<file path="config.mk">
export PLATFORM = sky130hd
export DESIGN_NAME = mem_access_ctrl
export DESIGN_NICKNAME = d
export VERILOG_FILES = /design/src/rtl/mem_access_ctrl.sv
export SDC_FILE = /design/constraint.sdc
export NUM_CORES = 1
export LEC_CHECK = 0
export CAP_MARGIN = 40
export CORE_MARGIN = 5
export CORE_UTILIZATION = 40
export DETAILED_ROUTE_END_ITERATION = 8
export GPL_TIMING_DRIVEN = 0
export PLACE_DENSITY = 0.77
export SYNTH_ARGS = -nofsm -noshare
export SYNTH_HDL_FRONTEND = slang
export SYNTH_SLANG_ARGS = --single-unit
</file>
<file path="constraint.sdc">
create_clock -name clk -period 2.67 [get_ports clk]
set_clock_uncertainty 0.2 [all_clocks]
set_input_delay 0.801 -clock clk [delete_from_list [all_inputs] [get_ports clk]]
set_output_delay 0.801 -clock clk [all_outputs]
set_load 0.05 [all_outputs]
</file>
<file path="src/rtl/mem_access_ctrl.sv">
// Initiator-side sequencer for the MAR/MDR/RAM memory subsystem: turns one
// load/store request at a time into MAR/MDR/RAM control strobes and a response.
module mem_access_ctrl #(
  parameter int ADDR_W  = 9,
  parameter int DATA_W  = 32,
  parameter int RAM_LAT = 1
) (
  input  logic              clk,
  input  logic              clr,
  input  logic              req_valid,
  output logic              req_ready,
  input  logic              req_we,
  input  logic [DATA_W-1:0] req_addr,
  input  logic [DATA_W-1:0] req_wdata,
  output logic              rsp_valid,
  input  logic              rsp_ready,
  output logic [DATA_W-1:0] rsp_rdata,
  output logic              rsp_err,
  output logic [DATA_W-1:0] bus_out,
  output logic              mar_in,
  output logic              mdr_in,
  output logic              mdr_sel,
  output logic              mem_read,
  output logic              mem_write,
  input  logic [DATA_W-1:0] mdr_q
);

  localparam int CNT_W = 4;

  typedef enum logic [2:0] {
    S_IDLE,
    S_MAR,
    S_WMDR,
    S_WR,
    S_RD,
    S_RMDR,
    S_DONE,
    S_ERR
  } state_t;

  state_t            state, state_nx;
  logic [CNT_W-1:0]  cnt, cnt_nx;
  logic [DATA_W-1:0] addr_q, wdata_q;
  logic              we_q;
  logic              idle_ready;
  logic              accept;
  logic              addr_bad;

  assign accept   = (state == S_IDLE) && req_valid;
  assign addr_bad = |req_addr[DATA_W-1:ADDR_W];

  always_ff @(posedge clk) begin
    if (!clr) begin
      state   <= S_IDLE;
      cnt     <= '0;
      addr_q  <= '0;
      wdata_q <= '0;
      we_q    <= 1'b0;
    end else begin
      state <= state_nx;
      cnt   <= cnt_nx;
      if (accept) begin
        addr_q  <= req_addr;
        wdata_q <= req_wdata;
        we_q    <= req_we;
      end
    end
  end

  always_comb begin
    state_nx   = state;
    cnt_nx     = cnt;
    idle_ready = 1'b0;
    rsp_valid  = 1'b0;
    rsp_rdata  = '0;
    rsp_err    = 1'b0;
    bus_out    = '0;
    mar_in     = 1'b0;
    mdr_in     = 1'b0;
    mdr_sel    = 1'b0;
    mem_read   = 1'b0;
    mem_write  = 1'b0;
    case (state)
      S_IDLE: begin
        idle_ready = 1'b1;
        if (req_valid) state_nx = addr_bad ? S_ERR : S_MAR;
      end
      S_MAR: begin
        bus_out = addr_q;
        mar_in  = 1'b1;
        if (we_q) begin
          state_nx = S_WMDR;
        end else begin
          state_nx = S_RD;
          cnt_nx   = CNT_W'(RAM_LAT - 1);
        end
      end
      S_WMDR: begin
        bus_out  = wdata_q;
        mdr_in   = 1'b1;
        state_nx = S_WR;
      end
      S_WR: begin
        mem_write = 1'b1;
        state_nx  = S_DONE;
      end
      S_RD: begin
        mem_read = 1'b1;
        if (cnt == '0) state_nx = S_RMDR;
        else           cnt_nx   = cnt - 1'b1;
      end
      S_RMDR: begin
        mem_read = 1'b1;
        mdr_sel  = 1'b1;
        mdr_in   = 1'b1;
        state_nx = S_DONE;
      end
      S_DONE: begin
        rsp_valid = 1'b1;
        rsp_rdata = we_q ? '0 : mdr_q;
        if (rsp_ready) state_nx = S_IDLE;
      end
      S_ERR: begin
        rsp_valid = 1'b1;
        rsp_err   = 1'b1;
        if (rsp_ready) state_nx = S_IDLE;
      end
      default: state_nx = S_IDLE;
    endcase
  end

  // The only output with a path from clr: ready is withheld during reset.
  assign req_ready = idle_ready && clr;

endmodule
</file>
Yosys cells after proc, flatten, opt, wreduce, memory -nomap -nowiden. Cells that the tools add are included. W data, S select, Z words.

Add/sub/neg operators: 1. Eq/ne operators: 12. Multiplexer cells: 20. Reductions and logical operators: 12.

Operators with widths (count): $mux W32 (2); $pmux W32 S2 (1); $reduce_or A23 Y1 (1); $pmux W3 S6 (1); $mux W3 (5); $eq A3 B3 Y1 const B (4); $mux W1 (8); $mux W4 (2); $ne A2 B2 Y1 const B (4); $pmux W4 S2 (1); $reduce_or A2 Y1 (4); $eq A3 B2 Y1 const B (2); $reduce_and A3 Y1 (2); $logic_not A4 Y1 (1); $sub A4 B1 Y4 const B (1); $eq A3 B1 Y1 const B (1); $logic_not A3 Y1 (1); $logic_and A1 B1 Y1 (2); $ne A2 B1 Y1 const B (1); $reduce_bool A2 Y1 (1).

Register bits after elaboration: 72. Input port bits: 101. Word-level logic and storage cells: 50.

Logic depth before layout (Yosys ltp). Gate-level depths: netlist (run 1).

Depth in word-level cells: 4. Gate-level depth with buffers: 7. Gate-level depth less buffers: 6.

Least setup slack after synthesis (run 1). Ideal clock, no wire load.

Kind: register to output. Start point: register state[2]. End point: output port mdr_in. Data arrival time: 2330 ps. Required time: 1669 ps. Path slack: -661 ps. Cell stages (with the launch flop): 5. Buffers on the path: 1. Cell sequence: dfxtp_1 > buf_2 > nor2b_1 > and2_1 > or2_1.

Cells in the longest elaborated chain, start to end: 3.

RTL lines: start, declared (line 41) `state_t state, state_nx;`; start signal, assigned (line 60) `state <= state_nx;`; $eq A3 B3 Y1 or $eq A3 B2 Y1 (tied branches) (line 83) `case (state)`; $reduce_or A2 Y1 (no line) (*); $mux W1 (*) (line 83); end, declared (line 21) `output logic mdr_in,`.

Every way passes the cells marked *; elsewhere a longest branch is shown, timed or not.

Worst setup path in the final report (run 1).
Start point: register state[0]. End point: output port bus_out[28].

Cells in the longest elaborated chain, start to end: 2.

RTL lines: $eq A3 B2 Y1 or $eq A3 B1 Y1 (tied branches) (line 83); $pmux W32 S2 (*) (line 83); end, declared (line 19) `output logic [DATA_W-1:0] bus_out,`.

Marks and branches as above.

==> metrics.md, run 1 <==
| Metric | Value |
|---|---|
| Relative slew slack | 61.8% |
| Count of boundary I/O pins | approximately 170 |
| Summed instance area of the synthesized netlist | around 3500 µm² |
| Final Hold Vio Count | 0 |
| Maximum fanout encountered on the critical timing path | 10 |
| CP max stage delay | approximately 0.36 ns |
| Reg-to-reg critical path endpoint | state[0] |
| Count of cell types in the netlist | 38 |
| Maximum clock insertion buffer count | 2 |
| Count of port buffers added during placement | about 170 |
| Combinational group share of total power | around 57% |
| Synth warnings | 0 |
| Dominant cells by area after synthesis | sky130_fd_sc_hd__dfxtp_1 (42%), sky130_fd_sc_hd__nand2_1 (15%), sky130_fd_sc_hd__a21boi_1 (14%), sky130_fd_sc_hd__a22o_1 (8.1%), sky130_fd_sc_hd__and2_1 (6.3%) |
| Critical path arrival | ~1.7 ns |
| Cell Chain, Critical Path | buf_6 > nor3_4 > buf_12 > buf_12 > a22o_1 > buf_6 |
| Fraction of layout cells with a size suffix above 1 | between 20% and 30% |
| Classification of the worst setup path | flop to output pin |
| DR pass1 iterations | 4 |
| RD Place Congestion | ~0.88 |
| Vertical die dimension | 103 µm |
| Fin crit period | approximately 2.7 ns |
| Clock tree from TritonCTS | done |
| Global-route wire length before repair | between 15,000 and 20,000 µm |
| Average routed wire per standard cell | approximately 17 µm |
| Number of fill cells | between 600 and 700 |
| Area share of the largest cell type after synthesis | 41.7% |
| Number of vias per cell | about 5 |
| Crit path launch type | flop |
| Largest net degree at the start of global routing | 13 |
| Clock latency on the worst-skew pair | ~0.34 ns |
| R2R setup slack | 0.69 ns |
| Cts bufs inserted | 9 |
| DPL Wire Length | about 8800 µm |
| Core area | 8550 µm² |
| Switching component of the power | around 0.0022 W |
| Number of failing setup endpoints in the final timing report | 4 |
| Switching portion of total power | roughly 43% |
| Least setup slack across all paths after layout | -0.0122 ns |
| Horiz. Die Dim | approximately 100 µm |
| Dominant register cell in the synthesized netlist | sky130_fd_sc_hd__dfxtp_1 |
| Critical path capture point type | output pin |
| Flop and latch count out of synthesis | 72 |
| Std-Cell Rows | 34 |
| Number of global-route vias before repair | ~3.7k |
| Termination of the worst setup path | bus_out[28] |
| Total Die Area | 10,600 µm² |
| Total power per unit cell area | 846 nW/µm² |
| Routed Antenna Nets | 0 |
| Effective utilization at floorplan | approximately two fifths |
| Internal | a little under 0.003 W |
| Mapped Nets | 531 |
| Run status | finished, violations left |
| Failing checks | negative setup slack |
| Peak supply drop | 0.427 mV |
| Leakage dissipation | 2.50 nW |
| WHS | 0.254 ns |
| Slowest stage cell on the critical path | sky130_fd_sc_hd__dfxtp_4 |
| Grt ovf | 0 |
| Max-cap violations | 0 |
| Max Slew Vio Count | 0 |
| Slew at the pin closest to its max-slew limit | roughly 0.57 ns |
| Share of flip-flops with an asynchronous set or reset after synthesis | 0% |
| Net count of the finished layout | 733 |
| Post-route DRC violation count | 0 |
| Unrepaired setup endpoints after global routing | true |
| Vias after detailed routing | ~3.7k |
| Minimum setup slack after placement | -0.902 ns |
| Library cell occupying the most area in the post-synthesis netlist | sky130_fd_sc_hd__dfxtp_1 |
| Drt initial violations | between 150 and 200 |
| Number of synthesized flops with an enable pin | 0 |
| Worst hold path type | flop to flop |
| TritonCTS Sinks | 72 |
| CP Launch Point | state[0] |
| Part of the total power dissipated in the clock network | between 10% and 20% |
| Synthesized instance count | 428 |
| Part of the power in registers | a little over a quarter |
| Post-Synthesis Mean Instance Area | around 8.1 µm² |
| Number of antenna violations at the first check in global routing | 0 |
| Register area share after synthesis | around two fifths |
| Clock transition at path regs | 0.08 ns |
| Clk root buf | sky130_fd_sc_hd__clkbuf_8 |
| Total routed wirelength | around 12,000 µm |
| Synth-to-layout area growth | 75.7% |
| Cell depth of the worst flop-to-flop path | 6 |
| Commonest non-fill, non-tap cells in the layout | sky130_fd_sc_hd__nand2_1 (135), sky130_fd_sc_hd__clkdlybuf4s50_1 (99), sky130_fd_sc_hd__dfxtp_1 (69) |
| Clock H-tree levels | 3 |
| Data required time at the worst endpoint | 1.67 ns |
| Hold Buf Count CTS | 0 |
| # diodes | 0 |
| Most frequent standard cell in the layout excluding fill and tap cells | sky130_fd_sc_hd__nand2_1 |
| Final critical-path share of the clock period | 100% |
| Total Routing Usage GR | 21.7% |
| Beginning of the worst register-to-register path | cnt[0] |
| Fmax | roughly 370 MHz |
per-stage QoR:
step                      setup TNS, ns  area (µm²)  total power [W]  instances  util (%)
final                           -0.0276        6070          0.00514        743      71.0
after global routing              -1.72        6070          0.00541        743      71.0
after CTS                        -0.915        5820          0.00486        734      68.1
after detailed placement         -48.24        5330          0.00370        707      62.3
after global placement           -47.62        5330          0.00366        707      62.3
after floorplan                 -0.0431        3480          0.00292        428         -
cell families (layout without fill, tap and decap cells):
kind of cell,Yosys count,in the layout,synth area share [%]
AND/OR/NAND/NOR,202,202,26.9
AO/OA/AOI/OAI,110,110,24.8
flip-flops,72,72,41.7
buffers and inverters,39,246,5.07
adder cells (fa/ha/maj),2,2,0.724
XOR/XNOR,2,2,0.507
multiplexers,1,1,0.290
registers in the layout (all words and copies together) (netlist names):
signal / flops
we_q: 1
state: 3
addr_q: 32
cnt: 4
wdata_q: 32
final cells by class:
type / count / area, µm² / share of cell area, %
Inverter: 5 / 23.8 / 0.391
Timing Repair Buffer: 191 / 2030 / 33.5
Clock inverter: 4 / 27.5 / 0.453
Multi-Input combinational cell: 317 / 1970 / 32.4
Sequential cell: 72 / 1450 / 23.8
Buffer: 34 / 277 / 4.55
Clock buffer: 12 / 165 / 2.72
Tap cell: 108 / 135 / 2.22
synthesized netlist by cell type (all sizes together) (2+ instances only):
cell and count:
nor3b 2, o21ai 4, a31oi 2, dfxtp 72, ha 2, nor3 5
and2 35, inv 5, buf 18, a22o 32, clkbuf 16, nor2 4
xor2 2, a21boi 67, nor4 6, nor2b 2, nand3 3, nand2 138
power groups by stage:
stage	Sequential [W]	Combinational [W]	Clock, W
global route	0.00143	0.00309	0.000890
global placement	0.00141	0.00225	0
CTS	0.00141	0.00262	0.000829
finish	0.00141	0.00291	0.000816
detailed placement	0.00142	0.00228	0
floorplan	0.00139	0.00153	0
layer usage:
metal	up-vias	routed length, µm	track usage (%)
met4	0	331	7.17
li1	1854	-	-
met1	1737	5090	27.7
met3	26	662	4.94
met5	-	0	0
met2	116	6230	36.0
worst min-delay path by stage:
stage                        to         from  slack [ns]  cells past startpoint
floorplan            wdata_q[0]   wdata_q[0]        0.23                      2
finish              wdata_q[26]  wdata_q[26]        0.25                      2
global route        wdata_q[21]  wdata_q[21]        0.27                      2
CTS                 wdata_q[26]  wdata_q[26]        0.25                      2
detailed placement  wdata_q[10]  wdata_q[10]        0.25                      2
global placement     wdata_q[0]   wdata_q[0]        0.24                      2
critical path: cells and delay by family (launching register included):
family	cells	cell delay, ns
flops	1	0.36
buf+inv	4	0.60
compound gates	1	0.16
simple gates	1	0.21
repair_timing:
| action | 4_1_cts | 5_1_grt |
|---|---|---|
| pin swaps | 6 | 12 |
| cloned | 4 | 2 |
| endpoints found under the setup margin | 72 | 65 |
| buffers inserted | 7 | 7 |
| resized for setup | 510 | 56 |
Power figures use the tool's default switching activity.
==> run 2, diff against run 1 <==
Settings changed: GPL_TIMING_DRIVEN 0 to 1.
==> run 2 against run 1 <==
  * The flow still finishes with violations (negative setup slack)
  * Non-clock buffer count is 29 lower
  * Combinational power is 8.6% higher
  * Hold slack hardly changed
  * Via count is 1.8% lower
  * First-iteration DRC count is 27% higher
  * Utilization is 7.4 points higher
  * Clock-buffer cell count is 1 higher
  * Worst setup slack worse by 0.014 ns
  * Total power is 6.9% higher
  * Highest routed layer unchanged
==> metrics.md, run 2 (synthesis gave the netlist of run 1 again) <==
| Metric | Value |
|---|---|
| Worst Hold Path Cells | 2 |
| Maximum fanout encountered on the critical timing path | 16 |
| Placed Cells | 690 |
| Count of port buffers added during placement | 172 |
| Met2 Use GR | a little over a third |
| DPL Wire Length | between 8000 and 9000 µm |
| Post-route DRC violation count | 0 |
| Clock tree from TritonCTS | done |
| Vertical die dimension | ~100 µm |
| Largest net degree at the start of global routing | between 70 and 80 |
| Reg-to-reg critical path endpoint | state[0] |
| CP max stage delay | around 0.4 ns |
| Total power per unit cell area | a little over 800 nW/µm² |
| Beginning of the worst register-to-register path | cnt[1] |
| Drt initial violations | 229 |
| Run status | finished, violations left |
| Std-Cell Rows | 34 |
| Worst hold path type | flop to flop |
| Count of boundary I/O pins | approximately 170 |
| Cell depth of the worst flop-to-flop path | 6 |
| Synth-to-layout area growth | 94.1% |
| Worst Hold End | wdata_q[23] |
| Global-route wire length before repair | 17,200 µm |
| Switching portion of total power | just over 40% |
| Fmax | 371 MHz |
| Routed Antenna Nets | 0 |
| Number of antenna violations at the first check in global routing | 0 |
| Internal | ~0.0032 W |
| Fraction of layout cells with a size suffix above 1 | roughly 31% |
| Effective utilization at floorplan | 40.4% |
| Least setup slack across all paths after layout | -0.0263 ns |
| Cts bufs inserted | 9 |
| RD Place Congestion | 0.804 |
| Critical path arrival | ~1.7 ns |
| Slowest stage cell on the critical path | sky130_fd_sc_hd__dfxtp_4 |
| Total Routing Usage GR | roughly a fifth |
| Peak supply drop | 0.479 mV |
| Slew at the pin closest to its max-slew limit | approximately 0.6 ns |
| TritonCTS Sinks | around 70 |
| Switching component of the power | approximately 0.0022 W |
| R2R setup slack | 0.70 ns |
| Most frequent standard cell in the layout excluding fill and tap cells | sky130_fd_sc_hd__nand2_1 |
| Part of the power in registers | between 20% and 30% |
| Max Slew Vio Count | 0 |
| Total Die Area | 10,600 µm² |
| Clock latency on the worst-skew pair | about 0.33 ns |
| Data required time at the worst endpoint | between 1.5 and 2 ns |
| Clock H-tree levels | 3 |
| Number of failing setup endpoints in the final timing report | 9 |
| DR pass1 iterations | 4 |
| Minimum setup slack after placement | -0.00588 ns |
| Fin crit period | between 2 and 3 ns |
| Leakage dissipation | ~2.7 nW |
| # diodes | 0 |
| Final critical-path share of the clock period | 101% |
| Total buffers and inverters traversed by the critical path | 3 |
| Average routed wire per standard cell | 17.3 µm |
| Cell Chain, Critical Path | nand2_2 > nor3_4 > buf_12 > clkbuf_16 > and2_1 > buf_12 |
| Combinational group share of total power | between 50% and 60% |
| Met1 Usage GRT | around 27% |
| HP Start | wdata_q[23] |
| Total routed wirelength | around 12,000 µm |
| Net count of the finished layout | 705 |
| Critical path capture point type | output pin |
| Failing checks | negative setup slack |
| Max-cap violations | 0 |
| Clk root buf | sky130_fd_sc_hd__clkbuf_8 |
| Crit path launch type | flop |
| Hold Buf Count CTS | 0 |
| Grt ovf | 0 |
| Vias after detailed routing | around 3.7k |
| Busiest metal layer after global routing | met2 |
| Unrepaired setup endpoints after global routing | true |
| Classification of the worst setup path | flop to output pin |
| Number of vias per cell | roughly 5 |
| Largest registers | addr_q (32), wdata_q (32), cnt (4) |
| Number of global-route vias before repair | about 3.5k |
| Non-filler instance count after layout | roughly 720 |
| Relative slew slack | between 60% and 70% |
| Maximum clock insertion buffer count | 2 |
| Horiz. Die Dim | about 100 µm |
| Commonest non-fill, non-tap cells in the layout | sky130_fd_sc_hd__nand2_1 (134), sky130_fd_sc_hd__clkdlybuf4s50_1 (99), sky130_fd_sc_hd__buf_12 (75) |
| Kind of cell adding the most delay to the critical path | simple AND/OR/NAND/NOR gates |
| Met3 track demand over resource | 2.77% |
| Clock transition at path regs | 0.08 ns |
| Most frequent CP cell | sky130_fd_sc_hd__buf_12 |
| Final Hold Vio Count | 0 |
| Part of the total power dissipated in the clock network | 15.9% |
| Core area | 8550 µm² |
==> run 2: worst max-delay path by stage <==
stage | startpoint | end | slack (ns) | depth (start not counted)
after floorplan | state[2] | mdr_in | -0.04 | 4
after global placement | req_addr[31] | state[2] | 0.02 | 6
after detailed placement | req_addr[31] | state[1] | -0.006 | 6
after CTS | state[2] | bus_out[6] | -0.01 | 5
after global routing | state[1] | bus_out[29] | -0.09 | 6
final | state[1] | rsp_rdata[24] | -0.03 | 6
==> run 2: power by group through the flow <==
| stage | clock, W | combinational, W | sequential (W) |
|---|---|---|---|
| final | 0.000875 | 0.00316 | 0.00146 |
| after global routing | 0.000931 | 0.00334 | 0.00148 |
| after CTS | 0.000873 | 0.00276 | 0.00141 |
| after detailed placement | 0 | 0.00272 | 0.00143 |
| after global placement | 0 | 0.00269 | 0.00142 |
| after floorplan | 0 | 0.00153 | 0.00139 |
==> run 2: through the flow <==
stage	hold WS [ns]	total power, W	area [µm²]	util [%]	setup TNS [ns]
6_report	0.254	0.00549	6710	78.5	-0.120
5_1_grt	0.274	0.00575	6710	78.5	-1.94
4_1_cts	0.255	0.00505	6280	73.4	-0.0262
3_5_place_dp	0.245	0.00416	6060	70.8	-0.00588
3_3_place_gp	0.240	0.00411	6060	70.8	0
2_1_floorplan	0.235	0.00292	3480	-	-0.0431
==> run 2: repair_timing <==
action                                  in CTS  in global routing
pin swaps                                    0                  3
endpoints found under the setup margin      65                 65
setup buffers                                0                  3
cloned                                       0                  6
endpoints found under the hold margin        0                  0
resized for setup                            7                 74
==> run 2: worst min-delay path, stage by stage (launching register included) <==
cell,delay (ns)
sky130_fd_sc_hd__dfxtp_1,0.31
sky130_fd_sc_hd__nand2_1,0.05
sky130_fd_sc_hd__a21boi_1,0.05
==> run 2: layout make-up <==
type                       count  area, µm²
timing repair buffer         196       2720
multi-input combinational    317       2150
fill                         541       1840
sequential                    72       1450
clock buffer                  13        159
tap                          108        135
inverter                       5       45.0
clock inverter                 3       40.0
timing repair inverter         1       8.76
==> run 2: routing by layer <==
layer / share of wire [%] / vias up / wire (µm)
met1: 41 / 1745 / 5100
met4: 1.5 / 0 / 191
met5: 0 / - / 0
met3: 4.7 / 18 / 585
li1: - / 1789 / -
met2: 53 / 113 / 6530
==> run 3, diff against run 2 <==
Settings changed: ABC_AREA set to 0, CORE_UTILIZATION 40 to 28, PLACE_DENSITY 0.77 to 0.56.
Clock period 2.67 ns to 3.2 ns, I/O delays scaled along.
==> run 3 against run 2 <==
  * The run now ends clean
  * Clock power increased by 35%
  * Cell count increased by 6.6%
  * Sequential share of layout area increased by 1.2 points
  * Register-to-register slack improved by 0.49 ns
  * Non-clock buffer count decreased by 12
  * Die area increased by 38%
  * Worst setup slack improved by 0.23 ns
  * Critical path type unchanged
  * Critical endpoint is now bus_out[19]
==> metrics.md, run 3 (synthesis gave the netlist of run 1 again) <==
| Metric | Value |
|---|---|
| Termination of the worst setup path | bus_out[19] |
| Clock H-tree levels | 3 |
| Part of the power in registers | between 20% and 30% |
| Internal | between 0.002 and 0.003 W |
| Clock transition at path regs | 0.06 ns |
| Routed Antenna Nets | 0 |
| Clk root buf | sky130_fd_sc_hd__clkbuf_16 |
| Switching portion of total power | slightly below 40% |
| Post-route DRC violation count | 0 |
| Maximum fanout encountered on the critical timing path | 16 |
| Horiz. Die Dim | between 100 and 150 µm |
| Data required time at the worst endpoint | 2.04 ns |
| Vertical die dimension | 121 µm |
| Hold Buf Count CTS | 0 |
| Grt ovf | 0 |
| Commonest non-fill, non-tap cells in the layout | sky130_fd_sc_hd__nand2_1 (136), sky130_fd_sc_hd__clkdlybuf4s50_1 (99), sky130_fd_sc_hd__dfxtp_1 (70) |
| Unrepaired setup endpoints after global routing | false |
| Reg-to-reg critical path endpoint | addr_q[11] |
| Drt initial violations | 126 |
| Count of port buffers added during placement | between 150 and 200 |
| Number of antenna violations at the first check in global routing | 0 |
| Peak supply drop | about 0.27 mV |
| Part of the total power dissipated in the clock network | a little over a quarter |
| Leakage dissipation | about 2.4 nW |
| Cell depth of the worst flop-to-flop path | 6 |
| Final critical-path share of the clock period | approximately 94% |
| Clock tree from TritonCTS | done |
| # diodes | 0 |
| Critical path capture point type | output pin |
| Crit path launch type | flop |
| Total Die Area | between 10,000 and 15,000 µm² |
| R2R setup slack | approximately 1.2 ns |
| Fmax | around 330 MHz |
| CP Launch Point | state[2] |
| Max Slew Vio Count | 0 |
| Beginning of the worst register-to-register path | state[1] |
| Largest registers | addr_q (32), wdata_q (32), cnt (4) |
| Fin crit period | about 3 ns |
| Final Hold Vio Count | 0 |
| Total routed wirelength | approximately 12,000 µm |
| Max-cap violations | 0 |
| Effective utilization at floorplan | roughly 29% |
| Non-filler instance count after layout | between 700 and 800 |
| Most frequent standard cell in the layout excluding fill and tap cells | sky130_fd_sc_hd__nand2_1 |
| Total Routing Usage GR | around 16% |
| DPL Wire Length | about 8800 µm |
| Final sum of negative setup slack | 0 ns |
| Global-route wire length before repair | ~19,000 µm |
| Largest net degree at the start of global routing | 72 |
| Placed Cells | about 750 |
| RD Place Congestion | 0.764 |
| Relative slew slack | between 50% and 60% |
| Number of failing setup endpoints in the final timing report | 0 |
| Total power per unit cell area | slightly above 700 nW/µm² |
| Count of boundary I/O pins | roughly 170 |
| Cts bufs inserted | 9 |
| Maximum clock insertion buffer count | 2 |
| Slew at the pin closest to its max-slew limit | between 0.6 and 0.7 ns |
| DR pass1 iterations | 7 |
| Worst hold path type | flop to flop |
| Combinational group share of total power | about 47% |
| Average routed wire per standard cell | around 15 µm |
| Clock latency on the worst-skew pair | 0.32 ns |
| Setup Fix Bufs, Post-CTS | 0 |
| Run status | finished clean |
| Std-Cell Rows | 40 |
| Number of vias per cell | approximately 4.6 |
| Synth-to-layout area growth | 83.7% |
| Total Power Consumption | approximately 0.0045 W |
| Classification of the worst setup path | flop to output pin |
| Resize count post-CTS | 0 |
| Switching component of the power | roughly 0.0018 W |
| TritonCTS Sinks | 72 |
| Number of global-route vias before repair | approximately 3.5k |
| Critical path arrival | between 1.5 and 2 ns |
| Vias after detailed routing | around 3.5k |
| WHS | ~0.25 ns |
| Core area | 12,100 µm² |
| Net count of the finished layout | slightly below 700 |
| Fraction of layout cells with a size suffix above 1 | about a fifth |
[run 3: changes by cell type in the layout (fill, tap and decap cells not counted), sizes merged]
cell,delta
clkinv,-1
buf,-10
clkinvlp,+1
bufinv,+1
clkbuf,-5
inv,+1
[run 3: layer usage]
metal / vias up / track usage [%] / part of all wire (%)
met5: - / 0 / 0
met1: 1631 / 20.3 / 43
met2: 100 / 26.3 / 50
met3: 10 / 4.15 / 6.0
met4: 0 / 4.32 / 1.0
li1: 1757 / - / -
[run 3: critical path, cell delays in order (launching register included)]
cell,delay [ns]
sky130_fd_sc_hd__dfxtp_2,0.38
sky130_fd_sc_hd__nor3_2,0.40
sky130_fd_sc_hd__buf_4,0.32
sky130_fd_sc_hd__a22o_1,0.23
sky130_fd_sc_hd__buf_12,0.15
[run 3: final cells by class]
type	count	area (µm²)
tap	168	210
fill	1087	5710
timing repair buffer	184	2460
clock buffer	10	239
multi-input combinational	317	1860
inverter	5	18.8
clock inverter	6	115
sequential	72	1440
[run 3: power groups by stage]
stage,Sequential (W),Clock (W),Combinational [W]
6_report,0.00120,0.00118,0.00213
5_1_grt,0.00122,0.00125,0.00227
4_1_cts,0.00119,0.00120,0.00215
3_5_place_dp,0.00121,0,0.00215
3_3_place_gp,0.00120,0,0.00212
2_1_floorplan,0.00116,0,0.00126
[run 3: worst min-delay path by stage]
stage | start | end | slack (ns) | cells past startpoint
final | wdata_q[2] | wdata_q[2] | 0.25 | 2
after global placement | addr_q[7] | addr_q[7] | 0.24 | 2
after floorplan | wdata_q[0] | wdata_q[0] | 0.23 | 2
after global routing | wdata_q[15] | wdata_q[15] | 0.27 | 2
after detailed placement | wdata_q[22] | wdata_q[22] | 0.25 | 2
after CTS | wdata_q[22] | wdata_q[22] | 0.25 | 2
[run 3: stage by stage]
stage / setup WS, ns / area [µm²] / util, %
floorplan: 0.000139 / 3460 / -
global placement: 0.279 / 5990 / 49.7
detailed placement: 0.267 / 5990 / 49.7
CTS: 0.00191 / 6340 / 52.6
global route: 0.0638 / 6350 / 52.6
finish: 0.208 / 6350 / 52.6
